File: config.mk
export PLATFORM = sky130hd
export DESIGN_NAME = nx_tcam_lookup_arbiter
export DESIGN_NICKNAME = d
export VERILOG_FILES = /design/src/rtl/nx_tcam_lkp_pkg.sv /design/src/rtl/nx_tcam_lkp_rr_arb.sv /design/src/rtl/nx_tcam_lookup_arbiter.sv
export SDC_FILE = /design/constraint.sdc
export NUM_CORES = 1
export LEC_CHECK = 0
export CORE_AREA = 2 2 545 547
export CTS_BUF_LIST = sky130_fd_sc_hd__clkbuf_8
export DETAILED_ROUTE_END_ITERATION = 16
export DIE_AREA = 0 0 547 549
export SYNTH_ARGS = -nofsm -noshare
export SYNTH_HDL_FRONTEND = slang
export SYNTH_HIERARCHICAL = 1
export SYNTH_SLANG_ARGS = --single-unit
File: constraint.sdc
create_clock -name clk -period 9.6 [get_ports clk]
set_input_delay 0.96 -clock clk [delete_from_list [all_inputs] [get_ports clk]]
set_output_delay 0.96 -clock clk [all_outputs]
set_load 0.05 [all_outputs]
File: src/rtl/nx_tcam_lkp_pkg.sv
// Shared types, defaults and width helpers for the TCAM lookup-port arbiter.
package nx_tcam_lkp_pkg;

  localparam int LOOKUP_LATENCY_DEF = 3;
  localparam int MAX_BURST_DEF      = 8;
  // Widest index the result record can carry (N_ENTRIES up to 128k).
  localparam int AIDX_MAX_BITS      = 16;

  typedef struct packed {
    logic                     match;
    logic [AIDX_MAX_BITS-1:0] aindex;
  } tcam_lkp_rsp_t;

  // The TCAM reports a pair index, hence N_ENTRIES/2 addressable results.
  function automatic int aidx_bits(input int n_entries);
    return (n_entries > 2) ? $clog2(n_entries / 2) : 1;
  endfunction

endpackage

File: src/rtl/nx_tcam_lkp_rr_arb.sv
// Round-robin arbiter: search starts one past the last granted requester.
module nx_tcam_lkp_rr_arb
  import nx_tcam_lkp_pkg::*;
#(
  parameter int N_REQ = 4
) (
  input  logic             clk,
  input  logic             rst_n,
  input  logic [N_REQ-1:0] req,
  input  logic             advance,
  output logic [N_REQ-1:0] grant
);

  localparam int PTR_W = (N_REQ > 1) ? $clog2(N_REQ) : 1;

  logic [PTR_W-1:0] last_grant;
  logic [PTR_W-1:0] grant_idx;
  logic [PTR_W-1:0] idx;
  logic             found;

  always_comb begin
    grant     = '0;
    grant_idx = last_grant;
    found     = 1'b0;
    idx       = last_grant;
    for (int i = 0; i < N_REQ; i++) begin
      idx = (idx == PTR_W'(N_REQ - 1)) ? '0 : idx + PTR_W'(1);
      if (!found && req[idx]) begin
        grant[idx] = 1'b1;
        grant_idx  = idx;
        found      = 1'b1;
      end
    end
  end

  // Pointer moves only when the grant is actually taken.
  always_ff @(posedge clk or negedge rst_n) begin
    if (!rst_n) begin
      last_grant <= PTR_W'(N_REQ - 1);
    end else if (advance && found) begin
      last_grant <= grant_idx;
    end
  end

endmodule

File: src/rtl/nx_tcam_lookup_arbiter.sv
// Shares the TCAM hardware lookup port between N_REQ requesters, bounds lookup
// bursts while software commands wait, and routes results back by ID.
module nx_tcam_lookup_arbiter
  import nx_tcam_lkp_pkg::*;
#(
  parameter int N_REQ          = 4,
  parameter int KEY_BITS       = 256,
  parameter int N_ENTRIES      = 512,
  parameter int LOOKUP_LATENCY = LOOKUP_LATENCY_DEF,
  parameter int MAX_BURST      = MAX_BURST_DEF,
  localparam int AIDX_BITS     = aidx_bits(N_ENTRIES)
) (
  input  logic                 clk,
  input  logic                 rst_n,
  input  logic                 lkp_en,
  input  logic [N_REQ-1:0]     req_valid,
  input  logic [KEY_BITS-1:0]  req_key [N_REQ],
  output logic [N_REQ-1:0]     req_ready,
  output logic                 tcam_ce,
  output logic [KEY_BITS-1:0]  tcam_key,
  input  logic                 tcam_match,
  input  logic [AIDX_BITS-1:0] tcam_aindex,
  input  logic                 tcam_yield,
  output logic [N_REQ-1:0]     rsp_valid,
  output logic                 rsp_match,
  output logic [AIDX_BITS-1:0] rsp_aindex,
  output logic                 idle,
  output logic [31:0]          lookup_count,
  output logic [31:0]          yield_stall_count
);

  // Handshake: a requester's lookup is taken in the cycle where
  // req_valid[i] && req_ready[i]; req_ready is one-hot and there is no result backpressure.

  localparam int ID_W    = (N_REQ > 1) ? $clog2(N_REQ) : 1;
  localparam int BURST_W = (MAX_BURST > 0) ? $clog2(MAX_BURST + 1) : 1;
  localparam logic [BURST_W-1:0] BURST_MAX = BURST_W'(MAX_BURST);

  logic                 stall;
  logic                 issue_ok;
  logic                 handshake;
  logic [N_REQ-1:0]     grant;
  logic [BURST_W-1:0]   burst_cnt;
  logic [KEY_BITS-1:0]  key_sel;
  logic [ID_W-1:0]      id_sel;
  logic [ID_W-1:0]      ce_id;
  logic [LOOKUP_LATENCY-1:0] pipe_vld;
  logic [ID_W-1:0]      pipe_id [LOOKUP_LATENCY];
  tcam_lkp_rsp_t        rsp_q;

  // A full burst with software waiting forces one lookup-free cycle.
  assign stall     = tcam_yield && (MAX_BURST != 0) && (burst_cnt == BURST_MAX);
  assign issue_ok  = rst_n && lkp_en && !stall;
  assign handshake = |grant;
  assign req_ready = grant;

  nx_tcam_lkp_rr_arb #(.N_REQ(N_REQ)) u_arb (
    .clk     (clk),
    .rst_n   (rst_n),
    .req     (req_valid & {N_REQ{issue_ok}}),
    .advance (handshake),
    .grant   (grant)
  );

  always_comb begin
    key_sel = '0;
    id_sel  = '0;
    for (int i = 0; i < N_REQ; i++) begin
      if (grant[i]) begin
        key_sel = req_key[i];
        id_sel  = ID_W'(i);
      end
    end
  end

  always_ff @(posedge clk or negedge rst_n) begin
    if (!rst_n) begin
      tcam_ce  <= 1'b0;
      tcam_key <= '0;
      ce_id    <= '0;
    end else begin
      tcam_ce <= handshake;
      if (handshake) begin
        tcam_key <= key_sel;
        ce_id    <= id_sel;
      end
    end
  end

  // ID pipe is fed from the strobe stage so its tail lines up with the TCAM result.
  always_ff @(posedge clk or negedge rst_n) begin
    if (!rst_n) begin
      pipe_vld <= '0;
      for (int i = 0; i < LOOKUP_LATENCY; i++) pipe_id[i] <= '0;
    end else begin
      pipe_vld[0] <= tcam_ce;
      pipe_id[0]  <= ce_id;
      for (int i = 1; i < LOOKUP_LATENCY; i++) begin
        pipe_vld[i] <= pipe_vld[i-1];
        pipe_id[i]  <= pipe_id[i-1];
      end
    end
  end

  always_ff @(posedge clk or negedge rst_n) begin
    if (!rst_n) begin
      rsp_valid <= '0;
      rsp_q     <= '0;
    end else begin
      rsp_valid <= pipe_vld[LOOKUP_LATENCY-1] ?
                   (N_REQ'(1) << pipe_id[LOOKUP_LATENCY-1]) : '0;
      if (pipe_vld[LOOKUP_LATENCY-1]) begin
        rsp_q.match  <= tcam_match;
        rsp_q.aindex <= AIDX_MAX_BITS'(tcam_aindex);
      end
    end
  end

  assign rsp_match  = rsp_q.match;
  assign rsp_aindex = AIDX_BITS'(rsp_q.aindex);
  assign idle       = !tcam_ce && !(|pipe_vld) && !(|rsp_valid);

  always_ff @(posedge clk or negedge rst_n) begin
    if (!rst_n) begin
      burst_cnt         <= '0;
      lookup_count      <= '0;
      yield_stall_count <= '0;
    end else begin
      if (handshake) begin
        lookup_count <= lookup_count + 32'd1;
        if (burst_cnt != BURST_MAX) burst_cnt <= burst_cnt + BURST_W'(1);
      end else begin
        burst_cnt <= '0;
      end
      if (stall && (|req_valid) && lkp_en && (yield_stall_count != 32'hFFFF_FFFF)) begin
        yield_stall_count <= yield_stall_count + 32'd1;
      end
    end
  end

endmodule

==> flow_metrics.tcl, run 1 <==
set metrics [dict create \
    worst-slew-pin-transition_ns 1.47 \
    areal_power_density_over_the_cells_nw_per_um2 382 \
    async_reset_ff_frac 1.00 \
    power.total_uw 14800 \
    cp.arrival_ns 5.93 \
    depth_of_the_most_critical_reg_to_reg_path 16 \
    post_dp_cell_area_um2 36900 \
    netlist-cell-type-count 57 \
    seq_area_frac_synth 0.476 \
    clock-skew-final_ns 0.0805 \
    tritoncts.num_buffers 81 \
    crit_chain "dlygate4sd3_1 -> buf_8 -> and3_1 -> and2_1 -> and2b_2 -> nand3_1 -> a31oi_1 -> a41oi_1 -> o21ai_4 -> buf_12 -> buf_4 -> clkdlybuf4s50_1" \
    design.core.area_um2 295000 \
    die_h_um 549 \
    syn_inst_count 1882 \
    detail_route.wirelength_mm 258 \
    finalMaxSlewViolations 0 \
    detail_route.drc_violations 0 \
    cpLargestDelayFamily "buffers and inverters" \
    cts.sinks 351 \
    outcome "finished, violations left" \
    cts_tree "done" \
    critical_path.slowest_cell "clkdlybuf4s50_1" \
    cellLeakagePower_uw 0.0136 \
    synth_enable_flop_cells 0 \
    ant_nets 0 \
    post-route-util 0.132 \
    grt_setup_unrepaired "no" \
    synth_flop_cell "dfrtp_1" \
    detail_route.wl_per_cell_um 35.3 \
    power.ir.vdd_worst_mv 0.357 \
    worst_max_slew_margin_expressed_relative_to_the_limit 0.00630 \
    grt_pass1_vias 24100 \
    drt_via_density 3.44 \
    setup.worst_path.end_class "output pin" \
    postCtsResizedCells 0 \
    cts.clk_slew.worst_paths_ns 0.06 \
    layout.cell_area.non_filler_um2 38800 \
    hold_viol 0 \
    ys.warnings.count 6 \
    number_of_i_o_pins 1380 \
    grt_max_degree 150 \
    gpl.final_weighted_congestion 1.01 \
    syn-mean-instance-area_um2 9.82 \
    drv_cap 1 \
    synth_common_cells "dfrtp_1 (349), nand2_1 (293), o21ai_0 (261)" \
    drtPass1Iterations 5 \
    antenna_found_initial 322 \
    global_route.overflow_total 0 \
    finish.net_count 4256 \
    grt_use_total 0.164 \
    ys_ff_latch 351 \
    global_route_wire_length_before_repair_mm 310 \
    finalSetupViolations 0 \
    start_kind "primary input" \
    setup_total_negative_slack_ns 0 \
    final.min_clock_period_ns 6.89 \
    die-area_um2 300000 \
    die_w_um 547 \
    detailedPlacementHpwl_mm 226 \
    cp_max_fo 77 \
    leading_cell_type_by_number_of_instances_after_synthesis "dfrtp_1" \
    fmax_mhz 145 \
    critical_path_cell_count 12 \
    syn2layout_area_growth_pct 110 \
    initial_utilization 0.0626 \
    fin_crit_sh 0.718 \
    worst-path-buf-inv 5 \
    violations "capacitance limit" \
    worstSkewPairLatency_ns 0.89 \
    crit_type "primary input to output pin" \
    clock_tree.buffer_depth 4 \
    crit_path_max_incr_delay_ns 0.91 \
    synth_top_cell_area_share 0.473 \
    worstHoldPathType "register to register" \
    route.vias.total 25100 \
    postCtsSetupBuffers 0 \
    worstReg2RegEnd "tcam_key[58]$_DFFE_PN0P_" \
    row_count 200 \
    netlist_area_um2 18500 \
    setup.worst_path.end "req_ready[2]" \
    reg2reg_setup_slack_ns 3.80 \
    timing.critical_path.required_ns 8.64 \
    layout-drive-gt1-share 0.0589 \
    r2r_start "burst_cnt[0]$_DFFE_PN0P_" \
    count_of_buffers_from_port_buffering 1379 \
    clock_root_buffer "clkbuf_8" \
    number_of_nets_in_the_synthesized_netlist 2935 \
    synth_largest_area_cell "dfrtp_1" \
    drt-initial-drc-count 2473 \
    synth_top_cells_by_area "dfrtp_1 (47%), a221o_1 (14%), a22oi_1 (10%)" \
    crit_path_start "rst_n" \
    ctsHtreeMaxLevel 3 \
]
[layout make-up]
type,instances,area (µm²)
flip-flops and latches,351,8790
fillers,33500,256000
well taps,3939,4930
clock buffers,99,1360
repair buffers,1421,14200
multi-input cells,1335,8950
inverters,13,48.8
clock inverters,40,259
diodes,93,233
[where the power goes]
group          internal (µW)  leakage (µW)  switching (µW)
Combinational           3320       0.00827            6910
Clock                   1010      0.000926             879
Sequential              2200       0.00442             490
Total                   6530        0.0136            8280
[layer usage]
| metal | vias up | share of wire | track usage |
|---|---|---|---|
| met1 | 12200 | 0.39 | 0.188 |
| met3 | 646 | 0.15 | 0.105 |
| met4 | 208 | 0.043 | 0.0601 |
| met2 | 1934 | 0.42 | 0.243 |
| li1 | 10100 | - | - |
| met5 | - | 0.0051 | 0.00586 |
[cell usage in the layout, fill, tap and decap left out, drive strengths merged, types with 16 or more instances in the layout]
cell / n
a22oi: 256
nand2: 293
buf: 45
a221o: 256
nor2: 33
xor2: 32
xnor2: 32
clkbuf: 99
nand3: 25
and3: 16
diode: 93
inv: 38
dfrtp: 349
o21ai: 263
nand4: 21
clkdlybuf4s50: 1375
[worst register-to-register path: stages, from the launching register on]
cell and delay (ns):
dfrtp_1 0.38, inv_1 0.09, ha_1 0.25, nand4b_4 0.14, and3_1 0.21, and2_1 0.47, and2b_2 0.35, o2bb2ai_1 0.15
o2bb2ai_1 0.23, a222oi_1 0.55, o21ai_4 0.12, buf_12 0.22, buf_4 0.54, nor4_2 0.36, buf_12 0.54, buf_12 0.51
a221o_1 0.62
[flip-flops by register name, summed over array words and instances, names as in the netlist]
register	cells
rsp_match	1
lookup_count	32
u_arb/last_grant	2
rsp_valid	4
ce_id	2
rsp_aindex	8
pipe_id	6
yield_stall_count	32
pipe_vld	3
tcam_ce	1
burst_cnt	4
tcam_key	256
[metrics by stage]
stage          worst slack [ns]  cells  hold slack (ns)
2_1_floorplan              4.59   1882            0.331
3_3_place_gp               2.86   7057            0.336
3_5_place_dp               2.98   7057            0.338
4_1_cts                    2.66   7197            0.351
5_1_grt                    2.35   7227            0.359
6_report                   2.71   7291            0.351
[cell families (layout without fill, tap and decap cells)]
| family | count (synthesis) | after routing | share of synthesized area |
|---|---|---|---|
| AOI/OAI and AO/OA | 803 | 803 | 0.326 |
| buffers and inverters | 196 | 1573 | 0.0437 |
| DFF | 351 | 351 | 0.476 |
| adders and majority gates | 12 | 12 | 0.00813 |
| muxes | 12 | 12 | 0.00792 |
| and+or+nand+nor | 444 | 444 | 0.108 |
| xor gates and xnor gates | 64 | 64 | 0.0303 |
| other | 0 | 93 | 0 |
[worst min path at each step]
stage / startpoint / to / cells past startpoint
6_report: pipe_id[5]$_DFF_PN0_ / pipe_id[3]$_DFF_PN0_ / 0
5_1_grt: pipe_id[5]$_DFF_PN0_ / pipe_id[3]$_DFF_PN0_ / 0
4_1_cts: pipe_id[5]$_DFF_PN0_ / pipe_id[3]$_DFF_PN0_ / 0
3_5_place_dp: pipe_id[5]$_DFF_PN0_ / pipe_id[3]$_DFF_PN0_ / 0
3_3_place_gp: pipe_id[3]$_DFF_PN0_ / pipe_id[1]$_DFF_PN0_ / 0
2_1_floorplan: pipe_id[2]$_DFF_PN0_ / pipe_id[0]$_DFF_PN0_ / 0
[timing repair]
item,CTS,global route
hold buffers,1,0
endpoints found under the hold margin,62,0
endpoints found under the setup margin,0,0
(Power assumes the default switching activity.)
==> inputs of run 2 (changes only) <==
clock period = 6.8 ns   (was 9.6 ns; I/O delays follow)
==> run 2 against run 1 <==
Compared with the run above: global-route usage down 0.053 points; die area unchanged; sequential power up 41%; design area up 1.1%; the run now ends clean; sequential share of layout area down 0.24 points; clock skew up 0.030 ns; total power up 44%; highest routed layer unchanged; non-clock buffer count up 20; first-iteration DRC count up 0.49%; utilization up 0.14 points; via count up 1.3%.
==> flow_metrics.tcl, run 2 (synthesis gave the netlist of run 1 again) <==
set metrics [dict create \
    outcome "completed" \
    final_common_cell "clkdlybuf4s50_1" \
    gpl.final_weighted_congestion 1.01 \
    place_worst_setup_slack_ns 0.805 \
    grt_pass1_vias 24300 \
    cts.clk_slew.worst_paths_ns 0.06 \
    global_route_wire_length_before_repair_mm 309 \
    timing.critical_path.required_ns 6.12 \
    final.min_clock_period_ns 6.31 \
    crit_chain "inv_1 -> ha_1 -> nand4b_4 -> and3_1 -> and2_1 -> and2b_2 -> nand3_1 -> a31oi_1 -> a41oi_1 -> o21ai_4 -> buf_4 -> clkdlybuf4s50_1" \
    power.ir.vdd_worst_mv 0.415 \
    cts.sinks 351 \
    die-area_um2 300000 \
    detailedPlacementHpwl_mm 227 \
    biggestRegsByFlops "tcam_key: 256 flops, lookup_count: 32 flops, yield_stall_count: 32 flops" \
    drt_via_density 3.48 \
    worstSkewPairLatency_ns 0.95 \
    worstHoldPathType "primary input to asynchronous set/reset pin" \
    areal_power_density_over_the_cells_nw_per_um2 543 \
    fin_crit_sh 0.928 \
    worst_max_slew_margin_expressed_relative_to_the_limit 0.222 \
    count_of_buffers_from_port_buffering 1379 \
    fmax_mhz 158 \
    design.core.area_um2 295000 \
    grt_use_total 0.164 \
    syn2layout_area_growth_pct 112 \
    register_name_with_the_most_flops "tcam_key" \
    crit_type "register to output pin" \
    drt-initial-drc-count 2485 \
    finalMaxSlewViolations 0 \
    cts_tree "done" \
    crit_path_max_incr_delay_ns 0.93 \
    clock_tree.buffer_depth 4 \
    cp_max_fo 50 \
    route.vias.total 25400 \
    detail_route.wirelength_mm 257 \
    drv_cap 0 \
    die_h_um 549 \
    die_w_um 547 \
    setup.worst_path.end_class "output pin" \
    finalSetupViolations 0 \
    cellLeakagePower_uw 0.0138 \
    cp.arrival_ns 5.63 \
    detail_route.drc_violations 0 \
    initial_utilization 0.0626 \
    final.setup.worst_slack_ns 0.488 \
    detail_route.wl_per_cell_um 35.1 \
    grt_setup_unrepaired "no" \
    finish.net_count 4278 \
    number_of_i_o_pins 1380 \
    antenna_found_initial 329 \
    critical_path.slowest_cell "clkdlybuf4s50_1" \
    setup_total_negative_slack_ns 0 \
    clock_root_buffer "clkbuf_8" \
    cpLargestDelayFamily "buffers and inverters" \
    start_kind "register" \
    global_route.overflow_total 0 \
    drtPass1Iterations 6 \
    row_count 200 \
    tritoncts.num_buffers 83 \
    worst-path-buf-inv 3 \
    largest_reg_flops 256 \
    ant_nets 0 \
    clock-skew-final_ns 0.111 \
    grt_max_degree 156 \
    worst-slew-pin-transition_ns 1.16 \
    hold_viol 0 \
    layout-drive-gt1-share 0.0673 \
    ctsHtreeMaxLevel 3 \
    most-common-layout-cells "clkdlybuf4s50_1 (1,375), dfrtp_1 (349), nand2_1 (292), o21ai_0 (260)" \
    postCtsResizedCells 0 \
]
-- run 2: worst paths after layout --
kind,startpoint,to,slack (ns),cells past startpoint
min,rst_n,tcam_key[203]$_DFFE_PN0P_,0.27,2
max in group asynchronous,rst_n,tcam_key[77]$_DFFE_PN0P_,3.64,5
max,burst_cnt[0]$_DFFE_PN0P_,req_ready[2],0.49,12
max reg2reg,u_arb/last_grant[0]$_DFFE_PN1P_,tcam_key[58]$_DFFE_PN0P_,1.43,10
min reg2reg,pipe_id[3]$_DFF_PN0_,pipe_id[1]$_DFF_PN0_,0.35,0
min in group clk,pipe_id[3]$_DFF_PN0_,pipe_id[1]$_DFF_PN0_,0.35,0
-- run 2: power breakdown --
part	switching (µW)	internal [µW]	total, µW	leakage (µW)
Combinational	9700	4870	14600	0.00838
Sequential	686	3110	3800	0.00442
Clock	1270	1670	2950	0.000996
-- run 2: timing repair --
item	4_1_cts	5_1_grt
buffers inserted	0	0
endpoints found under the hold margin	22	0
hold buffers	1	0
-- run 2: layer usage --
layer	wire length [µm]	up-vias	global-route usage
li1	-	10200	-
met1	97900	12400	0.186
met2	108000	2015	0.245
met3	38200	654	0.102
met4	12000	202	0.0632
met5	1470	-	0.00791
-- run 2: worst reg2reg max path: stages, from the launching register on --
cell and delay [ns]:
dfstp_2 0.72, ha_1 0.54, or2_1 0.39, mux4_2 0.65
a222oi_1 0.53, nand2_4 0.34, buf_12 0.31, nor4_2 0.58
buf_12 0.33, buf_12 0.47, a221o_1 0.47
-- run 2: layout make-up --
cell class                 count  area (µm²)
sequential                   351        8790
multi-input combinational   1335        8940
tap                         3939        4930
clock inverter                41         395
fill                       33500      256000
timing repair buffer        1441       14500
clock buffer                 104        1430
inverter                      13        48.8
antenna                       94         235
-- run 2: stage by stage --
step                      total power (µW)  hold WS, ns  cells  cell area [µm²]  utilization
final                                21300        0.273   7318            39200        0.133
after global placement               18400        0.341   7078            37200        0.126
after detailed placement             18400        0.335   7078            37200        0.126
after global routing                 22200        0.205   7254            39100        0.132
after CTS                            21500        0.138   7224            39000        0.132
after floorplan                      11700        0.331   1882            18500            -
